--- src/rtl/mult_seq_32_pkg.sv ---
// Shared constants, state encoding and gate-level helpers for the sequential
// 32x32 shift-add multiplier.
package mult_seq_32_pkg;

    localparam int DATA_WIDTH = 32;
    localparam int CNT_WIDTH  = 6;

    // Counter value seen on the edge that performs the 32nd (last) step
    localparam logic [CNT_WIDTH-1:0] TERM_CNT = 6'd31;

    typedef enum logic [1:0] {
        IDLE = 2'd0,
        RUN  = 2'd1,
        FIN  = 2'd2
    } state_t;

    // 32-bit AND stage
    function automatic logic [31:0] and32(input logic [31:0] x, input logic [31:0] y);
        return x & y;
    endfunction

    // 32-bit inverter followed by increment (two's-complement negation)
    function automatic logic [31:0] neg32(input logic [31:0] x);
        return (~x) + 32'd1;
    endfunction

endpackage

--- src/rtl/mult_pp_step_32.sv ---
// One combinational shift-add step: add the gated multiplicand into the upper
// half of P, keep the carry and shift the whole product right by one.
import mult_seq_32_pkg::*;

module mult_pp_step_32 (
    input  logic [DATA_WIDTH-1:0]   mcnd,
    input  logic [2*DATA_WIDTH-1:0] p,
    output logic [2*DATA_WIDTH-1:0] p_next
);

    logic [DATA_WIDTH-1:0] pp_s;
    logic [DATA_WIDTH:0]   sum_s;

    // Partial product, 33-bit accumulate and right shift
    always_comb begin
        pp_s   = and32(mcnd, {DATA_WIDTH{p[0]}});
        sum_s  = {1'b0, p[2*DATA_WIDTH-1:DATA_WIDTH]} + {1'b0, pp_s};
        p_next = {sum_s, p[DATA_WIDTH-1:1]};
    end

endmodule

--- src/rtl/mult_seq_32.sv ---
// Sequential 32x32->64 shift-add multiplier, one step per clock, 33-cycle latency.
// Define MULT_SIGNED_EN for two's-complement operands (sign-magnitude internally).
import mult_seq_32_pkg::*;

module mult_seq_32 (
    input  logic                  CLK,
    input  logic                  RST,
    input  logic                  START,
    input  logic [DATA_WIDTH-1:0] A,
    input  logic [DATA_WIDTH-1:0] B,
    output logic                  BUSY,
    output logic                  DONE,
    output logic [DATA_WIDTH-1:0] HI,
    output logic [DATA_WIDTH-1:0] LO
);

    state_t                  state_r;
    logic [CNT_WIDTH-1:0]    cnt_r;
    logic [2*DATA_WIDTH-1:0] p_r;
    logic [DATA_WIDTH-1:0]   mcnd_r;
    logic [DATA_WIDTH-1:0]   hi_r;
    logic [DATA_WIDTH-1:0]   lo_r;
    logic                    busy_r;
    logic                    done_r;

    logic [DATA_WIDTH-1:0]   mag_a_s;
    logic [DATA_WIDTH-1:0]   mag_b_s;
    logic [2*DATA_WIDTH-1:0] p_next_s;
    logic [2*DATA_WIDTH-1:0] result_s;

`ifdef MULT_SIGNED_EN
    logic sign_r;

    // Operands enter the datapath as magnitudes; the product sign is restored at FIN entry
    always_comb begin
        if (A[DATA_WIDTH-1]) begin
            mag_a_s = neg32(A);
        end else begin
            mag_a_s = A;
        end
        if (B[DATA_WIDTH-1]) begin
            mag_b_s = neg32(B);
        end else begin
            mag_b_s = B;
        end
        if (sign_r) begin
            result_s = (~p_next_s) + 64'd1;
        end else begin
            result_s = p_next_s;
        end
    end

    // Sign of the product captured on an accepted START
    always_ff @(posedge CLK) begin
        if (RST) begin
            sign_r <= 1'b0;
        end else if (START && (state_r != RUN)) begin
            sign_r <= A[DATA_WIDTH-1] ^ B[DATA_WIDTH-1];
        end
    end
`else
    // Unsigned operation: operands and product pass straight through
    always_comb begin
        mag_a_s  = A;
        mag_b_s  = B;
        result_s = p_next_s;
    end
`endif

    mult_pp_step_32 u_step (
        .mcnd   (mcnd_r),
        .p      (p_r),
        .p_next (p_next_s)
    );

    // Control FSM, iteration counter, product register and result registers
    always_ff @(posedge CLK) begin
        if (RST) begin
            state_r <= IDLE;
            cnt_r   <= 6'd0;
            p_r     <= 64'd0;
            mcnd_r  <= 32'd0;
            hi_r    <= 32'd0;
            lo_r    <= 32'd0;
            busy_r  <= 1'b0;
            done_r  <= 1'b0;
        end else begin
            case (state_r)
                IDLE, FIN: begin
                    done_r <= 1'b0;
                    if (START) begin
                        state_r <= RUN;
                        busy_r  <= 1'b1;
                        mcnd_r  <= mag_a_s;
                        p_r     <= {32'd0, mag_b_s};
                        cnt_r   <= 6'd0;
                    end else begin
                        state_r <= IDLE;
                        busy_r  <= 1'b0;
                    end
                end
                RUN: begin
                    p_r   <= p_next_s;
                    cnt_r <= cnt_r + 6'd1;
                    if (cnt_r == TERM_CNT) begin
                        state_r <= FIN;
                        busy_r  <= 1'b0;
                        done_r  <= 1'b1;
                        hi_r    <= result_s[2*DATA_WIDTH-1:DATA_WIDTH];
                        lo_r    <= result_s[DATA_WIDTH-1:0];
                    end else begin
                        state_r <= RUN;
                    end
                end
                default: begin
                    state_r <= IDLE;
                    busy_r  <= 1'b0;
                    done_r  <= 1'b0;
                end
            endcase
        end
    end

    assign BUSY = busy_r;
    assign DONE = done_r;
    assign HI   = hi_r;
    assign LO   = lo_r;

endmodule

--- config.mk ---
export PLATFORM = sky130hd
export DESIGN_NAME = mult_seq_32
export DESIGN_NICKNAME = d
export VERILOG_FILES = /design/src/rtl/mult_seq_32_pkg.sv /design/src/rtl/mult_pp_step_32.sv /design/src/rtl/mult_seq_32.sv
export SDC_FILE = /design/constraint.sdc
export NUM_CORES = 1
export LEC_CHECK = 0
export ABC_AREA = 1
export ABC_CLOCK_PERIOD_IN_PS = 2100
export BUFFER_PORTS_ARGS = -buffer_cell sky130_fd_sc_hd__buf_2
export CORE_AREA = 2 2 134 136
export CTS_CLUSTER_SIZE = 8
export DETAILED_ROUTE_END_ITERATION = 10
export DIE_AREA = 0 0 136 138
export HOLD_SLACK_MARGIN = 0.03
export PLACE_DENSITY = 0.76
export SYNTH_ARGS = -nofsm -noshare
export SYNTH_HDL_FRONTEND = slang
export SYNTH_SLANG_ARGS = --single-unit
--- constraint.sdc ---
create_clock -name CLK -period 2.1 [get_ports CLK]
set_input_delay 0.21 -clock CLK [delete_from_list [all_inputs] [get_ports CLK]]
set_output_delay 0.21 -clock CLK [all_outputs]
set_load 0.005 [all_outputs]
# == Word level (Yosys, flattened, before mapping) ==
# Index checks and enable logic that the tools add are counted.
# classes
reduce_logical,7
muxes,10
eq_ne,5
n_shift,0
mul,0
magnitude_cmp,0
add_sub_neg,2
bitwise,2
n_div,0
# ops
op,count
64-bit case mux with 2 select lines,1
64-bit 2-to-1 mux,1
32-bit by 32-bit adder with 33-bit output,1
32-bit bitwise AND,1
6-bit case mux with 2 select lines,1
"6-bit by 1-bit adder with 6-bit output, second input constant",1
"6-bit by 5-bit equality test with 1-bit output, second input constant",1
6-bit 2-to-1 mux,1
2-bit AND reduction,3
"2-bit != test, second input constant",2
2-bit case mux with 2 select lines,1
2-bit OR reduction,2
1-bit 2-to-1 mux,3
"2-bit by 1-bit equality test with 1-bit output, second input constant",1
"2-bit equality test, second input constant",1
2-bit logical NOT,1
2-bit 2-to-1 mux,1
1-bit case mux with 2 select lines,1
2-bit nonzero test,1
1-bit inverter,1
# totals
ramBits,0
reg_bits,170
n_memories,0
out_inout_bits,66
wordCells,34
latch_bits,0
rom_bits,0
input_bits,67

# == Longest topological paths before layout ==
# Gate-level depths: netlist of the first run.
# logic_depth
word_depth,4
ltp_mapped,20
depth_no_buf,18

# == Cells and area by module ==
# A second synthesis of the first run with hierarchy kept.
# unflattened
cells_unflattened,1462
area_unflattened_um2,9295.2
# by_module_without_submodules
mod,seq_area_each_um2,area_each_um2,n_inst,cells_each
mult_seq_32,3403.3,6424.9,1,859
mult_pp_step_32,0.0,2870.3,1,603

# == Least setup slack after synthesis of the first run ==
# No wires, ideal clock.
# synth_timing
kind,reg-to-reg
from,register p_r[0]
to,"register hi_r[17], in the netlist HI[17]"
setup_slack_ns,-0.199
synth_period_minus_slack_ns,2.299
n_path_buf,2
stages_incl_launch_ff,19
arrival_time_ns,2.186
cell_sequence,dfxtp_1 > clkbuf_1 > clkbuf_1 > nand2_1 > inv_1 > ha_1 > fa_1 > nand3_1 > nand3_1 > nand2_1 > nand2_1 > nand2_1 > nand2_1 > nand2_1 > nand2_1 > nand2_1 > nand2_1 > o21bai_1 > inv_1
# synth_via
elab_chain_cells,2
# synth_rtl
item,line,rtl
start: declaration,mult_seq_32.sv:19,logic [2*DATA_WIDTH-1:0] p_r;
start signal: assignment,mult_seq_32.sv:95,"p_r <= {32'd0, mag_b_s};"
start signal: assignment,mult_seq_32.sv:103,p_r <= p_next_s;
32-bit bitwise AND,mult_seq_32_pkg.sv:19,return x & y;
32-bit by 32-bit adder with 33-bit output,mult_pp_step_32.sv:17,"sum_s = {1'b0, p[2*DATA_WIDTH-1:DATA_WIDTH]} + {1'b0, pp_s};"
end signal: assignment,mult_seq_32.sv:109,hi_r <= result_s[2*DATA_WIDTH-1:DATA_WIDTH];
end: declaration,mult_seq_32.sv:21,logic [DATA_WIDTH-1:0] hi_r;
# No other way between the ends.
# A chain may end at the register's enable or synchronous reset.

# == Final worst setup path of the first run ==
# Ends and elaborated chain as after synthesis.

==> out/metrics.sh, run 1 <==
RELSLEWSLACK_PCT=52.7
CTS.HTREE.LEVELS=4
TIMING.CRITICAL_PATH.FROM_TYPE='flip-flop'
CTS_BUFFERS=17
SYNTH_FF_TYPE='sky130_fd_sc_hd__dfxtp_1'
AREA_OF_THE_MULTI_INPUT_GATES_UM2=5360
WORST_PATH_MOST_REPEATED_CELL='sky130_fd_sc_hd__nand2_4'
CP_SLOWEST_STAGE_DELAY_NS=0.38
PATH_CLK_SLEW_NS=0.07
GRT_PASS1_VIAS=8511
TIMING.FINAL.MAX_SLEW_VIOLATIONS=0
PLACE_HPWL_MM=18.2
CLOCK_TREE.BUFFER_DEPTH=2
YS_FF_LATCH=170
CP_CELL_SEQUENCE='buf_12 -> nand2_4 -> inv_2 -> ha_4 -> fa_2 -> nand3_2 -> nand3_4 -> nand2_4 -> nand2_4 -> nand2_4 -> nand2_4 -> nand2_2 -> nand2_1 -> nand2_1 -> nand2_2 -> o21bai_1 -> inv_1'
OUTCOME='finished with violations'
LARGEST_NET_DEGREE_AT_THE_START_OF_GLOBAL_ROUTING=68
GRT_PASS1_WL_MM=41.6
ROUTED-VIA-COUNT=9324
TOTAL_OVERFLOW_REPORTED_BY_THE_GLOBAL_ROUTER=0
WORSTPATHARRIVAL_NS=2.67
AREAGROWTHSYNTHTOFINISH_PCT=36.0
SYNTH-ASYNC-RESET-RATIO_PCT=0
P_INT_uW=5560
TIMING.FINAL.WS_SETUP_NS=-0.252
POWER.CLOCK.FRACTION_PCT=43.0
HORIZ_DIE_DIM_UM=136
REGAREA_UM2=3410
ANTENNA_VIOLATIONS_BEFORE_REPAIR=0
TRITONCTS='done'
PLACEABLECOREAREA_UM2=17500
SWSHARE_PCT=25.5
DPL_CELL_AREA_UM2=10300
CTS.SINK_COUNT=170
IRDROPWORSTVDD_mV=0.548
R2R_CELL_COUNT=17
RSZ_0062_RAISED_AFTER_GLOBAL_ROUTING='true'
WORSTSETUPENDPOINT='HI[17]$_SDFFE_PP0P_'
SWITCHINGPOWER_uW=1910
DIODES=0
SYN_AREA_UM2=8900
IO_PINS=133
PLACE.PORT_BUFFERS=132
COMB_POWER_SHARE_PCT=11.2
DRC_ERRORS=0
TRACK_USAGE_PCT=27.9
WORST_R2R_ENDPOINT='HI[17]$_SDFFE_PP0P_'
SETUP_VIOL=41
MAX_FREQ_MHz=425
WORSTHOLDPATHTYPE='primary input to flip-flop'
FILLER_CELL_COUNT=1387
FINALWEIGHTEDCONGESTION=0.920
PATH_CLASS='flip-flop to flip-flop'
POST_DRT_WL_PER_CELL_UM=15.9
P_PER_AREA_nW_PER_UM2=617
PATH_MAX_FANOUT=5
TIMING.FINAL.CRIT_PERIOD_NS=2.35
HOLD_VIOL=0
CRITICAL_PATH.REG2REG.STARTPOINT='p_r[0]$_SDFFE_PP0P_'
YOSYSSEQAREASHARE_PCT=38.2
CLK_ROOT_BUFFER_CELL='sky130_fd_sc_hd__clkbuf_16'
NNETSFINAL=1638
FINAL_DESIGN_AREA_NO_FILL_UM2=12100
YS.WARNINGS.COUNT=0
LAYOUT-DRIVE-GT1-SHARE_PCT=29.3
SYNTH.LIB_CELLS_USED.DISTINCT=38
PLACED_CELLS=1723
DRT_WL_TOTAL_MM=28.3
RRSETUPSLACK_NS=-0.25
MAXCAPVIOLCOUNT=0
CLOCK_LATENCY_NS=0.43
CRIT_PATH_END_KIND='flip-flop'
FLOORPLAN.INITIALDENSITY_PCT=50.8
STARTPOINT='p_r[0]$_SDFFE_PP0P_'
CRITPATHBUFINV=3
CORE.ROWCOUNT=49
VIOLATED_CHECKS='negative setup slack'
WORST_SLEW_PIN_TRAN_NS=0.708
SYNTHESIS.AREA_PER_INSTANCE_UM2=6.63
REQUIRED_TIME_WORST_ENDPOINT_NS=2.42
POWER.TOTAL_uW=7470
POSTROUTEANTENNANETS=0
CRITPATHTOPFAMILY='simple AND/OR/NAND/NOR gates'
SYNTH-EDFF-COUNT=0
CPMAXSTAGEDELAYCELL='sky130_fd_sc_hd__dfxtp_4'
CP_NUM_CELLS=17
SEQ_POWER_SHARE_PCT=45.8
SKEW_NS=0.00811
DETAILEDPLACE.WORSTSLACK_NS=-0.180
DIE-AREA_UM2=18800
SYNTHESIS.INSTANCES=1342
CHIPHEIGHT_UM=138
POST_DRT_VIA_CELL_RATIO=5.25
LEAKAGEPOWER_uW=0.00627
FINISH.CELL_COUNT_WITHOUT_FILLERS=1776
DRT-INITIAL-DRC-COUNT=799
SYNTH.NET_COUNT=1443
DR.PASS1.ITERS=6
MIN_PERIOD_OVER_PERIOD_PCT=112
## registers in the layout, summed over array words and instances (netlist names)
name / cells
mcnd_r: 32
p_r: 64
state_r: 2
cnt_r: 6
HI: 32
DONE: 1
BUSY: 1
LO: 32
## worst min-delay path, cell delays in order
cell and delay (ns):
sky130_fd_sc_hd__buf_2 0.07, sky130_fd_sc_hd__o21ai_0 0.07, sky130_fd_sc_hd__nor2_1 0.08
## through the flow
step | TNS, ns | util (%) | hold WS, ns
after detailed placement | -3.50 | 58.5 | 0.451
after global routing | -7.91 | 69.1 | 0.0443
after global placement | -2.31 | 58.5 | 0.446
final | -3.61 | 69.1 | 0.0359
after floorplan | 0 | - | 0.360
after CTS | -0.185 | 65.3 | 0.0301
## worst min-delay path by stage
| stage | startpoint | end | slack, ns | cells after the start |
|---|---|---|---|---|
| detailed placement | p_r[62]$_SDFFE_PP0P_ | p_r[62]$_SDFFE_PP0P_ | 0.45 | 2 |
| floorplan | B[26] | p_r[26]$_SDFFE_PP0P_ | 0.36 | 2 |
| finish | A[19] | mcnd_r[19]$_SDFFE_PP0P_ | 0.04 | 3 |
| global route | B[3] | p_r[3]$_SDFFE_PP0P_ | 0.04 | 3 |
| global placement | B[16] | p_r[16]$_SDFFE_PP0P_ | 0.45 | 3 |
| CTS | B[25] | p_r[25]$_SDFFE_PP0P_ | 0.03 | 3 |
## placed cells by master, fill, tap and decap left out, types with 5 or more instances in the layout
cell type / instances
sky130_fd_sc_hd__o21bai_1: 8
sky130_fd_sc_hd__nor2_2: 14
sky130_fd_sc_hd__nand2_2: 60
sky130_fd_sc_hd__o21ai_1: 7
sky130_fd_sc_hd__nand3_2: 11
sky130_fd_sc_hd__inv_1: 207
sky130_fd_sc_hd__o211ai_1: 36
sky130_fd_sc_hd__dlygate4sd3_1: 15
sky130_fd_sc_hd__nand2_1: 327
sky130_fd_sc_hd__a221oi_1: 15
sky130_fd_sc_hd__inv_2: 29
sky130_fd_sc_hd__o21ai_0: 85
sky130_fd_sc_hd__nor2_1: 117
sky130_fd_sc_hd__a21oi_1: 32
sky130_fd_sc_hd__buf_12: 7
sky130_fd_sc_hd__clkbuf_16: 19
sky130_fd_sc_hd__nor2_4: 11
sky130_fd_sc_hd__buf_4: 71
sky130_fd_sc_hd__a21oi_2: 13
sky130_fd_sc_hd__nand2_4: 19
sky130_fd_sc_hd__nand3b_1: 8
sky130_fd_sc_hd__nor3_2: 5
sky130_fd_sc_hd__buf_2: 132
sky130_fd_sc_hd__o21a_1: 15
sky130_fd_sc_hd__nand3_1: 28
sky130_fd_sc_hd__dfxtp_1: 169
sky130_fd_sc_hd__ha_4: 29
## layout make-up
type / count / share of cell area (%)
Clock buffer: 19 / 3.66
Clock inverter: 10 / 1.18
Inverter: 238 / 7.41
Multi-Input combinational cell: 880 / 44.3
Sequential cell: 170 / 28.1
Tap cell: 229 / 2.37
Timing Repair Buffer: 230 / 12.9
## cells in the mapped netlist (4+ instances only)
| cell type | number | area [um2] |
|---|---|---|
| sky130_fd_sc_hd__buf_2 | 14 | 70.1 |
| sky130_fd_sc_hd__inv_2 | 6 | 22.5 |
| sky130_fd_sc_hd__nand2_1 | 404 | 1520 |
| sky130_fd_sc_hd__o21bai_1 | 9 | 67.6 |
| sky130_fd_sc_hd__a221oi_1 | 15 | 131 |
| sky130_fd_sc_hd__nand3b_1 | 8 | 60.1 |
| sky130_fd_sc_hd__dfxtp_1 | 170 | 3400 |
| sky130_fd_sc_hd__buf_1 | 7 | 26.3 |
| sky130_fd_sc_hd__o21a_1 | 15 | 113 |
| sky130_fd_sc_hd__clkbuf_1 | 25 | 93.8 |
| sky130_fd_sc_hd__xnor2_1 | 8 | 70.1 |
| sky130_fd_sc_hd__ha_1 | 33 | 413 |
| sky130_fd_sc_hd__o21ai_0 | 90 | 450 |
| sky130_fd_sc_hd__inv_1 | 231 | 867 |
| sky130_fd_sc_hd__a21o_1 | 4 | 30.0 |
| sky130_fd_sc_hd__nand3_1 | 41 | 205 |
| sky130_fd_sc_hd__a21oi_1 | 48 | 240 |
| sky130_fd_sc_hd__nor2_1 | 138 | 518 |
| sky130_fd_sc_hd__o211ai_1 | 36 | 270 |
| sky130_fd_sc_hd__nor3_1 | 4 | 20.0 |
| sky130_fd_sc_hd__xor2_1 | 6 | 52.6 |
| sky130_fd_sc_hd__buf_4 | 4 | 30.0 |
| sky130_fd_sc_hd__buf_6 | 4 | 45.0 |
## power groups by stage
stage | logic, uW | clock network, uW | registers, uW
global placement | 705 | 0 | 3480
CTS | 766 | 3230 | 3410
floorplan | 441 | 0 | 3460
detailed placement | 713 | 0 | 3480
global route | 918 | 3350 | 3430
finish | 839 | 3210 | 3420
## cells by family after synthesis
family          count (synthesis)  synth area share (%)
simple gates                  608                  27.3
buf+inv                       292                  13.0
compound gates                224                  15.2
flops                         170                  38.2
fa+ha+maj                      34                  4.86
xor+xnor                       14                  1.38
## routing by layer
metal	GRT usage [%]	part of all wire, %
met1	36.8	42
met2	44.0	47
met3	7.88	8.1
met4	9.21	3.2
met5	0	0
## what timing repair did
action / in CTS / in global routing
endpoints found under the setup margin: 46 / 54
hold buffers: 14 / 1
pin swaps: 9 / 28
hold endpoints to repair: 14 / 1
gates resized for setup: 90 / 148
buffers inserted: 2 / 5
cloned: 0 / 2
Power figures use the tool's default switching activity.
==> run 2: changes to the inputs <==
--- a/config.mk
+++ b/config.mk
@@ -8,12 +8,13 @@
 export ABC_AREA = 1
 export ABC_CLOCK_PERIOD_IN_PS = 2100
 export BUFFER_PORTS_ARGS = -buffer_cell sky130_fd_sc_hd__buf_2
-export CORE_AREA = 2 2 134 136
+export CAP_MARGIN = 20
+export CORE_AREA = 2 2 155 119
 export CTS_CLUSTER_SIZE = 8
 export DETAILED_ROUTE_END_ITERATION = 10
-export DIE_AREA = 0 0 136 138
+export DIE_AREA = 0 0 157 121
 export HOLD_SLACK_MARGIN = 0.03
-export PLACE_DENSITY = 0.76
+export PLACE_DENSITY = 0.75
 export SYNTH_ARGS = -nofsm -noshare
 export SYNTH_HDL_FRONTEND = slang
 export SYNTH_SLANG_ARGS = --single-unit
==> run 2 against run 1 <==
Against the previous run:
- global-route usage rose by 2.4 points
- highest routed layer unchanged
- clock power shrank 6.2%
- combinational power up 6.0%
- maximum frequency up 0.17%
- hold slack worse by 0.0027 ns
- sequential share of layout area decreased by 1.2 points
- the run still ends with negative setup slack left
- largest cell class unchanged
- first-iteration DRC count is 34% higher
- register-to-register slack is essentially flat
- critical path depth up 1
==> out/metrics.sh, run 2 (synthesis results as in run 1) <==
OUTCOME='finished with violations'
VIOLATED_CHECKS='negative setup slack'
HORIZ_DIE_DIM_UM=157
TOTAL_OVERFLOW_REPORTED_BY_THE_GLOBAL_ROUTER=0
SWSHARE_PCT=28.2
DRC_ERRORS=0
MAX_FREQ_MHz=426
LARGEST_NET_DEGREE_AT_THE_START_OF_GLOBAL_ROUTING=66
WORST_R2R_ENDPOINT='HI[19]$_SDFFE_PP0P_'
R2R_CELL_COUNT=18
CLOCK_TREE.BUFFER_DEPTH=2
REGAREA_UM2=3410
POST_DRT_VIA_CELL_RATIO=5.36
DR.MAX_LAYER_USED='met4'
SEQ_POWER_SHARE_PCT=46.8
CP_CELL_SEQUENCE='buf_12 -> nand2_1 -> inv_1 -> ha_4 -> buf_4 -> nand2_1 -> nand2_1 -> nand2_1 -> nand2_1 -> nand2_1 -> nand3_4 -> nand3_2 -> nand2_1 -> nand2_1 -> nand2_1 -> nand2_1 -> nand2_1 -> inv_1'
FINAL_COMMON_CELL='sky130_fd_sc_hd__nand2_1'
CHIPHEIGHT_UM=121
DRT_WL_TOTAL_MM=31.1
CORE.ROWCOUNT=42
WORST_SLEW_PIN_TRAN_NS=0.467
FINALWEIGHTEDCONGESTION=1.04
HOLD_VIOL=0
CLOCK_LATENCY_NS=0.44
FINISH.CELL_COUNT_WITHOUT_FILLERS=1803
IO_PINS=133
FLOORPLAN.INITIALDENSITY_PCT=51.2
ROUTED-VIA-COUNT=9668
LEAKAGEPOWER_uW=0.00656
SETUP_VIOL=48
DRT-INITIAL-DRC-COUNT=1074
PATH_MAX_FANOUT=8
TIMING.CRITICAL_PATH.FROM_TYPE='flip-flop'
POST_DRT_WL_PER_CELL_UM=17.3
CTS.SINK_COUNT=170
LARGEST_REG_FLOPS=64
CP_SLOWEST_STAGE_DELAY_NS=0.40
NNETSFINAL=1649
WORST_PATH_MOST_REPEATED_CELL='sky130_fd_sc_hd__nand2_1'
MAXCAPVIOLCOUNT=0
POSTROUTEANTENNANETS=0
WORSTHOLDPATHTYPE='primary input to flip-flop'
FILLER_CELL_COUNT=1283
MET2ROUTEDLENGTH_MM=13.4
SWITCHINGPOWER_uW=2070
WORST_HOLD_SLACK_NS=0.0332
CRITICAL_PATH.REG2REG.STARTPOINT='p_r[0]$_SDFFE_PP0P_'
MET3_WIRELENGTH_MM=3.23
PLACE.PORT_BUFFERS=132
WORSTPATHARRIVAL_NS=2.69
CLK_ROOT_BUFFER_CELL='sky130_fd_sc_hd__clkbuf_16'
CRITPATHBUFINV=4
ANTENNA_VIOLATIONS_BEFORE_REPAIR=1
TRITONCTS='done'
AREA_OF_THE_MULTI_INPUT_GATES_UM2=5820
MET1WIRELENGTH_MM=13.5
LARGEST-REGISTER='p_r'
PLACE_HPWL_MM=19.6
PATH_CLASS='flip-flop to flip-flop'
GRT_PASS1_VIAS=8750
RSZ_0062_RAISED_AFTER_GLOBAL_ROUTING='true'
P_PER_AREA_nW_PER_UM2=579
FINAL.SETUP.TNS_NS=-4.80
PLACED_CELLS=1736
CRITPATHTOPFAMILY='simple AND/OR/NAND/NOR gates'
RRSETUPSLACK_NS=-0.25
POWER.CLOCK.FRACTION_PCT=41.1
PLACEABLECOREAREA_UM2=17400
SKEW_NS=0.0110
AREAGROWTHSYNTHTOFINISH_PCT=42.1
TIMING.FINAL.WS_SETUP_NS=-0.248
CPMAXSTAGEDELAYCELL='sky130_fd_sc_hd__dfxtp_4'
GRT_PASS1_WL_MM=44.4
RELSLEWSLACK_PCT=68.8
FINAL_CELL_MIX='sky130_fd_sc_hd__nand2_1, sky130_fd_sc_hd__inv_1, sky130_fd_sc_hd__dfxtp_1, sky130_fd_sc_hd__buf_2, sky130_fd_sc_hd__nor2_1'
TRACK_USAGE_PCT=30.3
DR.PASS1.ITERS=5
DIE-AREA_UM2=19000
P_INT_uW=5260
CRIT_PATH_END_KIND='flip-flop'
MIN_PERIOD_OVER_PERIOD_PCT=112
PATH_CLK_SLEW_NS=0.07
CTS.HTREE.LEVELS=4
HOLD_START='A[27]'
TIMING.FINAL.MAX_SLEW_VIOLATIONS=0
HOLD_END='mcnd_r[27]$_SDFFE_PP0P_'
REQUIRED_TIME_WORST_ENDPOINT_NS=2.44
COMB_POWER_SHARE_PCT=12.1
IRDROPWORSTVDD_mV=0.520
CTS_BUFFERS=17
LAYOUT-DRIVE-GT1-SHARE_PCT=34.9
TIMING.FINAL.CRIT_PERIOD_NS=2.35
HOLD_PATH_DEPTH=3
## run 2: cell types whose count changed in the layout (fill, tap and decap cells not counted), moves of 4 or more
cell,previous run,this run
sky130_fd_sc_hd__nand2_1,327,287
sky130_fd_sc_hd__inv_1,207,191
sky130_fd_sc_hd__a21oi_4,3,7
sky130_fd_sc_hd__inv_2,29,43
sky130_fd_sc_hd__nand2_4,19,32
sky130_fd_sc_hd__nor2_1,117,110
sky130_fd_sc_hd__a21oi_1,32,25
sky130_fd_sc_hd__nand2_2,60,86
sky130_fd_sc_hd__nor2_2,14,19
sky130_fd_sc_hd__nand3_1,28,23
sky130_fd_sc_hd__buf_4,71,75
sky130_fd_sc_hd__nand3_4,2,7
sky130_fd_sc_hd__dlygate4sd3_1,15,20
## run 2: power by group through the flow
stage,sequential [uW],clock [uW],combinational (uW)
after floorplan,3460,0,441
after global placement,3480,0,690
after detailed placement,3480,0,701
after CTS,3420,3010,778
after global routing,3440,3130,967
final,3430,3010,889
## run 2: timing repair
action / CTS / global route
endpoints found under the setup margin: 49 / 53
gates cloned: 1 / 2
hold buffers: 20 / 0
pin swaps: 13 / 63
gates resized for setup: 112 / 252
endpoints found under the hold margin: 20 / 0
buffers inserted: 0 / 14
## run 2: cell type report
cell class | count | area share, %
Antenna cell | 1 | 0.0198
Clock inverter | 12 | 0.851
Inverter | 238 | 7.13
Tap cell | 242 | 2.39
Timing Repair Buffer | 241 | 13.2
Multi-Input combinational cell | 880 | 46.0
Clock buffer | 19 | 3.50
Sequential cell | 170 | 26.9
## run 2: worst max path at each step
stage | startpoint | endpoint | slack (ns) | cells after the start
6_report | p_r[0]$_SDFFE_PP0P_ | HI[19]$_SDFFE_PP0P_ | -0.25 | 18
5_1_grt | p_r[0]$_SDFFE_PP0P_ | HI[15]$_SDFFE_PP0P_ | -0.30 | 19
4_1_cts | p_r[0]$_SDFFE_PP0P_ | HI[15]$_SDFFE_PP0P_ | -0.13 | 17
3_5_place_dp | p_r[0]$_SDFFE_PP0P_ | HI[31]$_SDFFE_PP0P_ | -0.27 | 14
3_3_place_gp | p_r[0]$_SDFFE_PP0P_ | HI[31]$_SDFFE_PP0P_ | -0.26 | 13
2_1_floorplan | p_r[0]$_SDFFE_PP0P_ | HI[17]$_SDFFE_PP0P_ | 0.001 | 18
## run 2: stage by stage
stage	power, uW	cell area, um2	worst slack, ns	util [%]
floorplan	3900	8940	0.000995	-
global placement	4170	10200	-0.264	58.9
detailed placement	4180	10200	-0.274	58.9
CTS	7200	11600	-0.129	66.5
global route	7540	12600	-0.303	72.7
finish	7330	12600	-0.248	72.7
## run 2: worst reg2reg max path, delay by kind of cell (launching register included)
kind	cells	cell delay, ns
buffers and inverters	4	0.37
adders and majority gates	1	0.29
DFF	1	0.40
and+or+nand+nor	13	1.19
## run 2: layer usage
| metal | up-vias | track usage (%) |
|---|---|---|
| li1 | 4590 | - |
| met1 | 4467 | 43.5 |
| met2 | 500 | 44.1 |
| met3 | 111 | 8.43 |
| met4 | 0 | 9.17 |
| met5 | - | 0 |
==> run 3: changes to the inputs <==
--- a/config.mk
+++ b/config.mk
@@ -15,6 +15,7 @@
 export DIE_AREA = 0 0 157 121
 export HOLD_SLACK_MARGIN = 0.03
 export PLACE_DENSITY = 0.75
+export SETUP_SLACK_MARGIN = 0.5
 export SYNTH_ARGS = -nofsm -noshare
 export SYNTH_HDL_FRONTEND = slang
 export SYNTH_SLANG_ARGS = --single-unit
==> run 3 against run 2 <==
Against the previous run:
- the flow still finishes with violations (negative setup slack)
- worst setup slack worse by 0.0057 ns
- combinational power rose by 11%
- flip-flop and latch count unchanged
- cell area up 6.1%
- critical path type unchanged
- largest power group unchanged
- critical endpoint is now HI[9]$_SDFFE_PP0P_
- register-to-register slack about the same
- clock power is 11% higher
==> out/metrics.sh, run 3 (synthesis results as in run 1) <==
FINAL.SETUP.TNS_NS=-6.34
P_PER_AREA_nW_PER_UM2=577
CTS.SINK_COUNT=170
TIMING.CRITICAL_PATH.FROM_TYPE='flip-flop'
HOLD_START='A[2]'
FINALWEIGHTEDCONGESTION=0.957
OUTCOME='finished with violations'
LAYOUT-DRIVE-GT1-SHARE_PCT=36.4
PATH_CLASS='flip-flop to flip-flop'
PLACE_HPWL_MM=18.7
POSTROUTEANTENNANETS=0
WORSTHOLDPATHTYPE='primary input to flip-flop'
FINAL_CELL_MIX='sky130_fd_sc_hd__nand2_1, sky130_fd_sc_hd__inv_1, sky130_fd_sc_hd__dfxtp_1, sky130_fd_sc_hd__buf_2, sky130_fd_sc_hd__nor2_1'
TRITONCTS='done'
CRIT_PATH_END_KIND='flip-flop'
GRT_PASS1_WL_MM=46.0
MIN_PERIOD_OVER_PERIOD_PCT=112
LAYOUT.CORE_UTILIZATION_PCT=77.1
DRT-INITIAL-DRC-COUNT=1150
RRSETUPSLACK_NS=-0.25
SKEW_NS=0.0160
LEAKAGEPOWER_uW=0.00680
CTS.HTREE.LEVELS=4
RSZ_0062_RAISED_AFTER_GLOBAL_ROUTING='true'
POST_DRT_WL_PER_CELL_UM=18.6
REQUIRED_TIME_WORST_ENDPOINT_NS=2.45
R2R_CELL_COUNT=15
HORIZ_DIE_DIM_UM=157
LARGEST_REG_FLOPS=64
DPL_CELL_AREA_UM2=10500
DRC_ERRORS=0
VIOLATED_CHECKS='negative setup slack'
CLOCK_TREE.BUFFER_DEPTH=2
FILLER_CELL_COUNT=1106
CHIPHEIGHT_UM=121
NNETSFINAL=1678
DIE-AREA_UM2=19000
LARGEST_NET_DEGREE_AT_THE_START_OF_GLOBAL_ROUTING=66
GRT_PASS1_VIAS=9138
PLACE.PORT_BUFFERS=132
HOLD_PATH_DEPTH=3
PATH_CLK_SLEW_NS=0.08
WORSTPATHARRIVAL_NS=2.71
MAXCAPVIOLCOUNT=0
HOLD_VIOL=0
CTS_BUFFERS=17
TOTAL_OVERFLOW_REPORTED_BY_THE_GLOBAL_ROUTER=0
HOLD_END='mcnd_r[2]$_SDFFE_PP0P_'
FINAL_COMMON_CELL='sky130_fd_sc_hd__nand2_1'
TIMING.FINAL.CRIT_PERIOD_NS=2.35
MAX_FREQ_MHz=425
FLOORPLAN.INITIALDENSITY_PCT=51.2
WORST_SLEW_PIN_TRAN_NS=0.468
TIMING.FINAL.WS_SETUP_NS=-0.253
IRDROPWORSTVDD_mV=0.413
DRT_WL_TOTAL_MM=34.0
SETUP_VIOL=54
CLK_ROOT_BUFFER_CELL='sky130_fd_sc_hd__clkbuf_16'
IO_PINS=133
ANTENNA_VIOLATIONS_BEFORE_REPAIR=0
DIODES=0
RELSLEWSLACK_PCT=68.8
POST_DRT_VIA_CELL_RATIO=5.51
CLOCK_LATENCY_NS=0.46
DR.PASS1.ITERS=6
TIMING.FINAL.MAX_SLEW_VIOLATIONS=0
CRITICAL_PATH.REG2REG.STARTPOINT='p_r[0]$_SDFFE_PP0P_'
TRACK_USAGE_PCT=30.9
PATH_MAX_FANOUT=6
POWER.TOTAL_uW=7740
PLACEABLECOREAREA_UM2=17400
AREAGROWTHSYNTHTOFINISH_PCT=50.8
WORST_R2R_ENDPOINT='HI[9]$_SDFFE_PP0P_'
CORE.ROWCOUNT=42
LARGEST-REGISTER='p_r'
ROUTED-VIA-COUNT=10098
FINAL_DESIGN_AREA_NO_FILL_UM2=13400
-- run 3: changes by cell type in the layout (fill, tap and decap cells not counted), moves of 6 or more --
cell / delta
sky130_fd_sc_hd__buf_6: +15
sky130_fd_sc_hd__nand2_1: -15
sky130_fd_sc_hd__inv_2: -14
sky130_fd_sc_hd__buf_4: -10
sky130_fd_sc_hd__inv_1: +10
sky130_fd_sc_hd__dlygate4sd3_1: +8
sky130_fd_sc_hd__nand2_2: +8
sky130_fd_sc_hd__buf_16: +7
sky130_fd_sc_hd__o21ai_0: -7
sky130_fd_sc_hd__buf_12: +6
-- run 3: repair_timing --
item                                   CTS  global route
gates resized for setup                134           220
endpoints found under the hold margin   28             0
pin swaps                               13            79
cloned                                   8             4
setup endpoints to repair              117           112
buffers inserted                        20            25
hold buffers                            28             0
-- run 3: layer usage --
metal	vias to the layer above	routed length, um	GRT usage, %
met5	-	0	0
met4	0	1790	11.6
met3	171	3390	6.04
met2	593	15500	48.8
met1	4684	13300	41.8
li1	4650	-	-
-- run 3: cell type report --
type	count	area, um2	area share [%]
clock inverter	15	198	1.47
timing repair buffer	270	2230	16.6
clock buffer	17	425	3.17
inverter	238	915	6.82
multi-input combinational	880	5940	44.3
sequential	170	3410	25.4
tap	242	303	2.26
-- run 3: stage by stage --
stage | hold slack [ns] | instances | setup WS, ns
global placement | 0.444 | 1715 | -0.0906
detailed placement | 0.458 | 1715 | -0.109
finish | 0.0183 | 1832 | -0.253
floorplan | 0.360 | 1342 | 0.0185
CTS | 0.0306 | 1803 | -0.0695
global route | 0.0269 | 1832 | -0.372
-- run 3: report_power, final --
group	leakage, uW	switching [uW]	total (uW)	internal [uW]
Combinational	0.00512	610	988	378
Clock	0.000303	1610	3340	1730
Sequential	0.00138	74.3	3420	3340
Total	0.00680	2290	7740	5450
-- run 3: worst max path at each step --
stage          depth (start not counted)             endpoint                 from  slack (ns)
6_report                              15   HI[9]$_SDFFE_PP0P_  p_r[0]$_SDFFE_PP0P_       -0.25
5_1_grt                               15  HI[16]$_SDFFE_PP0P_  p_r[0]$_SDFFE_PP0P_       -0.37
4_1_cts                               17  HI[29]$_SDFFE_PP0P_  p_r[0]$_SDFFE_PP0P_       -0.07
3_5_place_dp                          17  HI[29]$_SDFFE_PP0P_  p_r[0]$_SDFFE_PP0P_       -0.11
3_3_place_gp                          14   HI[8]$_SDFFE_PP0P_  p_r[0]$_SDFFE_PP0P_       -0.09
2_1_floorplan                         18  HI[17]$_SDFFE_PP0P_  p_r[0]$_SDFFE_PP0P_        0.02
-- run 3: critical path, stage by stage, from the launching register on --
cell	delay, ns
sky130_fd_sc_hd__dfxtp_4	0.41
sky130_fd_sc_hd__clkbuf_16	0.18
sky130_fd_sc_hd__nand2_4	0.06
sky130_fd_sc_hd__inv_4	0.03
sky130_fd_sc_hd__ha_4	0.15
sky130_fd_sc_hd__fa_2	0.35
sky130_fd_sc_hd__nand3_2	0.09
sky130_fd_sc_hd__nand3_4	0.13
sky130_fd_sc_hd__nand2_4	0.10
sky130_fd_sc_hd__nand2_4	0.07
sky130_fd_sc_hd__nand2_4	0.07
sky130_fd_sc_hd__nand2_4	0.07
sky130_fd_sc_hd__buf_6	0.14
sky130_fd_sc_hd__xnor2_4	0.21
sky130_fd_sc_hd__a21o_1	0.14
sky130_fd_sc_hd__inv_1	0.04
